**config.mk**
```make
export PLATFORM = sky130hd
export DESIGN_NAME = pipe_flow_ctrl
export DESIGN_NICKNAME = d
export VERILOG_FILES = /design/src/rtl/pipe_flow_ctrl.sv
export SDC_FILE = /design/constraint.sdc
export NUM_CORES = 1
export LEC_CHECK = 0
export CAP_MARGIN = 20
export CORE_MARGIN = 3
export CORE_UTILIZATION = 25
export CTS_CLUSTER_DIAMETER = 60
export CTS_CLUSTER_SIZE = 28
export DETAILED_ROUTE_END_ITERATION = 6
export SLEW_MARGIN = 15
export SYNTH_ARGS = -nofsm -noshare
export SYNTH_HDL_FRONTEND = slang
export SYNTH_SLANG_ARGS = --single-unit
```
**constraint.sdc**
```tcl
create_clock -name Clock -period 2.2 [get_ports Clock]
set_input_delay 0.33 -clock Clock [delete_from_list [all_inputs] [get_ports Clock]]
set_output_delay 0.33 -clock Clock [all_outputs]
set_load 0.01 [all_outputs]
```
**src/rtl/pipe_flow_ctrl.sv**
```systemverilog
// Stall/flush/exception sequencer for the five-stage Kabeta pipeline: drives the PC mux and the
// stage instruction-register controls, synchronises IrqReq and enforces the post-exception shadow.
module pipe_flow_ctrl #(
    parameter int SHADOW_CYCLES = 2,
    parameter int SYNC_STAGES   = 2
) (
    input  logic       Clock,
    input  logic       Reset,
    input  logic       IrqReq,
    input  logic       IllOpRf,
    input  logic       LoadUseHazard,
    input  logic       BranchTakenRf,
    input  logic       MemBusy,
    input  logic       SupervisorRf,
    output logic       PcEnable,
    output logic [2:0] PcSel,
    output logic [3:0] IrEnable,
    output logic [3:0] IrFlush,
    output logic [3:0] IrExcAck,
    output logic       IrqAck
);

    typedef enum logic [1:0] {
        ST_RST    = 2'd0,
        ST_RUN    = 2'd1,
        ST_SHADOW = 2'd2
    } state_t;

    localparam logic [2:0] PCSEL_NEXT   = 3'd0;
    localparam logic [2:0] PCSEL_BRANCH = 3'd1;
    localparam logic [2:0] PCSEL_ILLOP  = 3'd2;
    localparam logic [2:0] PCSEL_XADDR  = 3'd3;
    localparam logic [2:0] PCSEL_RESET  = 3'd4;
    localparam logic [2:0] SHADOW_INIT  = 3'(SHADOW_CYCLES);

    state_t                 state_reg, state_next;
    logic [SYNC_STAGES-1:0] sync_reg;
    logic                   irq_pending_reg, irq_pending_next;
    logic [2:0]             shadow_cnt_reg, shadow_cnt_next;

    logic irq_sync;
    logic frozen;
    logic irq_take;
    logic exc_take;

    assign irq_sync = sync_reg[SYNC_STAGES-1];
    // MemBusy freezes everything, including the interrupt latch, outside the reset cycle.
    assign frozen   = (state_reg != ST_RST) && MemBusy;
    assign irq_take = (state_reg == ST_RUN) && !MemBusy && !IllOpRf && !SupervisorRf
                      && irq_pending_reg;
    assign exc_take = (state_reg == ST_RUN) && !MemBusy && (IllOpRf || irq_take);

    always_ff @(posedge Clock or negedge Reset) begin
        if (!Reset) begin
            state_reg       <= ST_RST;
            sync_reg        <= '0;
            irq_pending_reg <= 1'b0;
            shadow_cnt_reg  <= 3'd0;
        end else begin
            state_reg       <= state_next;
            sync_reg        <= {sync_reg[SYNC_STAGES-2:0], IrqReq};
            irq_pending_reg <= irq_pending_next;
            shadow_cnt_reg  <= shadow_cnt_next;
        end
    end

    always_comb begin
        if (irq_take)
            irq_pending_next = 1'b0;
        else if (frozen)
            irq_pending_next = irq_pending_reg;
        else
            irq_pending_next = irq_pending_reg | irq_sync;
    end

    always_comb begin
        state_next      = state_reg;
        shadow_cnt_next = shadow_cnt_reg;
        PcEnable        = 1'b0;
        PcSel           = PCSEL_NEXT;
        IrEnable        = 4'b0000;
        IrFlush         = 4'b0000;
        IrExcAck        = 4'b0000;
        IrqAck          = 1'b0;

        case (state_reg)
            ST_RST: begin
                PcEnable   = 1'b1;
                PcSel      = PCSEL_RESET;
                IrEnable   = 4'b1111;
                IrFlush    = 4'b1111;
                state_next = ST_RUN;
            end
            ST_RUN, ST_SHADOW: begin
                if (MemBusy) begin
                    // full freeze: every output stays low and no state moves
                end else if (exc_take) begin
                    // RF gets a NOP, ALU gets the BNE that saves the return address in XP
                    PcEnable        = 1'b1;
                    PcSel           = IllOpRf ? PCSEL_ILLOP : PCSEL_XADDR;
                    IrEnable        = 4'b1111;
                    IrFlush         = 4'b0011;
                    IrExcAck        = 4'b0010;
                    IrqAck          = irq_take;
                    shadow_cnt_next = SHADOW_INIT;
                    state_next      = ST_SHADOW;
                end else if (LoadUseHazard) begin
                    IrEnable = 4'b1110;
                    IrFlush  = 4'b0010;
                end else if (BranchTakenRf) begin
                    PcEnable = 1'b1;
                    PcSel    = PCSEL_BRANCH;
                    IrEnable = 4'b1111;
                    IrFlush  = 4'b0001;
                end else begin
                    PcEnable = 1'b1;
                    IrEnable = 4'b1111;
                end

                if (state_reg == ST_SHADOW && !MemBusy) begin
                    shadow_cnt_next = shadow_cnt_reg - 3'd1;
                    if (shadow_cnt_reg <= 3'd1) begin
                        shadow_cnt_next = 3'd0;
                        state_next      = ST_RUN;
                    end
                end
            end
            default: begin
                state_next = ST_RST;
            end
        endcase

        if (!Reset) begin
            PcEnable = 1'b0;
            PcSel    = 3'd0;
            IrEnable = 4'b0000;
            IrFlush  = 4'b0000;
            IrExcAck = 4'b0000;
            IrqAck   = 1'b0;
        end
    end

endmodule

```
Word-level counts from Yosys, hierarchy flattened
Cells that the tools add are included.

word-level totals
  flip-flop bits (word level) = 8
  input bits = 8
  output and inout port bits = 17
  word-level logic and storage cells = 69

cells by class
  add/sub/neg operators = 1
  magnitude comparators = 1
  equality and inequality tests = 4
  mux-type cells = 42
  bitwise gates (word level) = 1
  reduce and logical (&&, ||, !) cells = 16

operators by type and width
  cell                                                             count
  two-way mux 2 bit                                                12
  two-way mux 1 bit                                                16
  two-way mux 4 bit                                                4
  case mux 4 bit (2 select lines)                                  2
  two-way mux 3 bit                                                5
  logical AND 1 bit                                                7
  case mux 3 bit (2 select lines)                                  1
  inequality test 2 x 1 -> 1 bit (second input constant)           2
  case mux 2 bit (2 select lines)                                  1
  nonzero test 2 bit                                               2
  less-or-equal comparator 3 x 1 -> 1 bit (second input constant)  1
  logical NOT 1 bit                                                3
  AND reduction 3 bit                                              1
  subtractor 3 x 1 -> 3 bit (second input constant)                1
  == test 2 x 1 -> 1 bit (second input constant)                   1
  == test 2 bit (second input constant)                            1
  logical NOT 2 bit                                                1
  case mux 1 bit (2 select lines)                                  1
  OR reduction 2 bit                                               1
  logical OR 1 bit                                                 1
  OR 1 bit                                                         1

Logic depth before layout (Yosys ltp)
Gate-level depths: netlist of the first run.

  word-level depth = 12
  gate-level depth with buffers = 7
  mapped depth without buffers = 6

Worst setup path before layout of the first run
OpenSTA, ideal clock, no wires.

  path type = reg2out
  from = reg state_reg[0]
  to = out IrEnable[0]
  data arrival time = 1.535 ns
  required time = 1.870 ns
  slack = 0.335 ns
  stages on the path, launching flop included = 7
  buffers on the path = 1
  cells stage by stage = dfrtp_1 > inv_1 > ha_1 > and2b_4 > o21ai_1 > a21oi_1 > buf_4

between the ends
  cells in the longest elaborated chain, start to end = 11
  elaborated cells between the ends (all ways) = 14
  classes of those cells = eq/ne (2); mux (4); reduce/logical (8)

ends and longest elaborated chain
  element                              RTL line    source
  start, declared                      36          state_t state_reg, state_next;
  start signal, assigned               60          state_reg <= state_next;
  == test 2 x 1 -> 1 bit               49, 51, 86
  logical AND 1 bit                    49, 51
  logical AND 1 bit (2 in series)      49          assign irq_take = (state_reg == ST_RUN) && !MemBusy && !IllOpRf && !SupervisorRf
  logical AND 1 bit                    50          && irq_pending_reg;
  logical OR 1 bit                     51          assign exc_take = (state_reg == ST_RUN) && !MemBusy && (IllOpRf || irq_take);
  logical AND 1 bit                    51
  two-way mux 1 bit                    97          end else if (exc_take) begin
  two-way mux 4 bit                    95          if (MemBusy) begin
  case mux 4 bit (2 select lines) (*)  86          case (state_reg)
  two-way mux 4 bit (*)                133         if (!Reset) begin
  end, declared                        17          output logic [3:0] IrEnable,

Mark *: on every way between the ends. The rest lies on a longest branch, timed or not.

Worst setup path after layout of the first run
  from = reg state_reg[0]
  to = out PcEnable

between the ends
  cells in the longest elaborated chain, start to end = 11
  elaborated cells between the ends (all ways) = 14
  classes of those cells = eq/ne (2); mux (4); reduce/logical (8)

ends and longest elaborated chain
  element                              RTL line    source
  == test 2 x 1 -> 1 bit               49, 51, 86
  logical AND 1 bit                    49, 51
  logical AND 1 bit (2 in series)      49
  logical AND 1 bit                    50
  logical OR 1 bit                     51
  logical AND 1 bit                    51
  two-way mux 1 bit                    97
  two-way mux 1 bit                    95
  case mux 1 bit (2 select lines) (*)  86
  two-way mux 1 bit (*)                133
  end, declared                        15          output logic PcEnable,

Marked as above.

==> results.toml, run 1 <==
[yosys]
ys_ff_latch = 8
synth_top_area_share_pct = 29.4
avgSynthCellArea_um2 = 9.47
synth.yosys.seq_area_share_pct = 29.4
synth_top_area_cell = "dfrtp_1"
ys.warnings.count = 0
ys_types = 30
syn_area_um2 = 682
syn_inst = 72
synthTopCellsByArea = "dfrtp_1 (29%), ha_1 (13%), buf_4 (8.8%)"

[cells_and_area]
n_fill_cell = 269
drive_gt1_share_pct = 28.3
final_area_um2 = 985
area_growth_syn_to_layout_pct = 44.4
final_core_util_pct = 38.7
stdcell_count = 129
fin_nets = 116
diodes = 0
largest_reg_flops = 3

[setup_path]
regToRegStartpoint = "state_reg[1]"
cp-end-kind = "primary output"
crit_slowest_cell = "dfrtp_1"
critical_path_buf_inv_count = 2
crit_path_max_fanout = 4
start_kind = "flip-flop"
r2r_slack_ps = 690
reg2reg_to = "shadow_cnt_reg[2]"
path_class = "reg -> out"
rr_worst_depth = 8
crit_arrival_ps = 1760
slowest_delay_ps = 370
worstPathCellList = "inv_1 -> ha_1 -> and2b_4 -> o21ai_4 -> a21oi_1 -> dlygate4sd2_1"
crit_required_ps = 1870
cp_top_family = "buffers and inverters"

[clock_tree]
cts_tree = "done"
htree_levels = 1
postCtsHoldBufs = 0
path_clk_slew_ps = 60
clockBufferDepth = 2
numCtsBuffers = 3
cts-root-buf = "clkbuf_4"
clkLatencyLatePin_ps = 260
cts_num_sinks = 8

[route]
drt_iter0_drc = 8
drc = 0
num_vias = 566
ant_nets = 0
drt_pass1_iterations = 4
via_per_inst = 4.39
wirelength_mm = 1.59
post_drt_wl_per_cell_um = 12.3

[pwr]
worst_ir_drop_vdd_uv = 471
power.density_nw_per_um2 = 1020
leakage_uw = 0.000489

[floorplanning]
fp.dieW_um = 58.2
die_h_um = 58.2
core-area_um2 = 2540
dieArea_um2 = 3390
num_io_pins = 25
initial_utilization_pct = 26.8
row_count = 18

[placed_design]
port_buffers = 21
dp_cells = 125
gp_congestion = 0.818
placed_area_um2 = 937
dpl.hpwl_mm = 1.24

[global_route]
antenna_found_initial = 0
grt_use_total_pct = 10.7
grt_pass1_wl_mm = 2.62
grt_pass1_vias = 598
grt_max_degree = 12
overflow = 0

[timing]
fin_crit_sh_pct = 95.1
max_freq_mhz = 478
grt_setup_unrepaired = "no"
clock_skew_ps = 8.22
maxSlewViolCount = 0
fin_hold_ws_ps = 376
finalSetupViolCount = 0
finalCriticalPeriod_ps = 2090
hold_viol_final = 0

[min_path]
hold_path_class = "reg -> reg"
hp-start = "sync_reg[0]"
whs_path_depth = 0
holdPathEnd = "sync_reg[1]"

[job]
cap_violations = 0

[run_status]
status = "complete, no violations"
## kinds of logic after synthesis
| group | share of synthesized area (%) |
|---|---|
| compound gates | 21.1 |
| fa+ha+maj | 12.8 |
| buf+inv | 13.2 |
| flops | 29.4 |
| mux | 1.47 |
| other cells | 0.550 |
| simple gates | 21.5 |
## worst max path at each step
stage                 start     endpoint  depth (start not counted)
6_report       state_reg[0]     PcEnable                          6
5_1_grt        state_reg[0]  IrEnable[0]                          6
4_1_cts               Reset   IrFlush[2]                          4
3_5_place_dp          Reset  IrEnable[0]                          5
3_3_place_gp          Reset     PcEnable                          5
2_1_floorplan  state_reg[0]  IrEnable[0]                          6
## metal layers
layer	GRT usage [%]	wire length, um	up-vias
met5	0	0	-
met4	8.94	58	0
met3	0.891	88	5
met2	19.7	785	22
met1	10.7	656	245
li1	-	-	294
## through the flow
stage	total power, uW	TNS, ps	setup slack [ps]
6_report	1010	0	108
5_1_grt	1080	0	18.2
4_1_cts	1010	0	95.1
3_5_place_dp	865	-255	-79.3
3_3_place_gp	852	-196	-50.4
2_1_floorplan	639	0	335
## report_power, final
| part | leakage, uW | total, uW | switching (uW) | internal [uW] |
|---|---|---|---|---|
| clock network | 0.0000138 | 121 | 57.7 | 63.0 |
| registers | 0.0000974 | 216 | 31.2 | 185 |
| logic | 0.000378 | 669 | 343 | 326 |
## cells in the mapped netlist
cell type	instances
a21oi_1	4
o21ai_1	1
and3_1	3
and2b_4	2
ha_1	7
nand3_2	1
conb_1	1
nor2b_1	2
a32o_2	1
a21oi_4	1
nor2_1	4
nand2b_1	1
a32o_1	1
buf_4	8
a221oi_2	1
o22ai_1	1
a311oi_2	1
o21bai_1	1
mux2i_1	1
dfrtp_1	8
inv_1	8
a22o_1	1
a21o_4	1
nand2_1	4
and2_1	1
o21ai_2	1
o21ai_0	1
nand3_1	1
nand2b_4	2
nor3_1	2
## worst register-to-register path, stage by stage, from the launching register on
cell	delay (ps)
dfrtp_1	400
inv_2	120
ha_4	170
nand2b_4	70
a21oi_4	130
buf_4	140
buf_4	100
o21ai_2	60
a22o_1	230
## placed cells by master (no fill, tap or decap), types with 2 or more instances in the layout
cell | synthesis | final
and2b_4 | 2 | 2
ha_1 | 7 | 6
and3_1 | 3 | 3
inv_1 | 8 | 7
clkbuf_4 | 0 | 3
nand2b_4 | 2 | 2
conb_1 | 1 | 3
nor2_1 | 4 | 4
a21oi_1 | 4 | 4
dlygate4sd2_1 | 0 | 11
dfrtp_1 | 8 | 8
nand2_1 | 4 | 4
clkdlybuf4s50_1 | 0 | 10
buf_4 | 8 | 9
## repair_timing
action,4_1_cts,5_1_grt
setup buffers,1,0
setup endpoints to repair,11,0
resized for setup,18,0
## cell type report
| cell class | count | area, um^2 | area share, % |
|---|---|---|---|
| Timing Repair Buffer | 30 | 264 | 26.8 |
| Sequential cell | 8 | 200 | 20.3 |
| Inverter | 8 | 30.0 | 3.05 |
| Tap cell | 30 | 37.5 | 3.81 |
| Clock buffer | 3 | 22.5 | 2.29 |
| Multi-Input combinational cell | 50 | 430 | 43.7 |
Power figures use the tool's default switching activity.
==> run 2, diff against run 1 <==
--- a/config.mk
+++ b/config.mk
@@ -9,7 +9,7 @@
 export CORE_MARGIN = 3
 export CORE_UTILIZATION = 25
 export CTS_CLUSTER_DIAMETER = 60
-export CTS_CLUSTER_SIZE = 28
+export CTS_CLUSTER_SIZE = 24
 export DETAILED_ROUTE_END_ITERATION = 6
 export SLEW_MARGIN = 15
 export SYNTH_ARGS = -nofsm -noshare
==> results of run 2 <==
No change in the layout: final DEF, timing and power equal those of run 1.
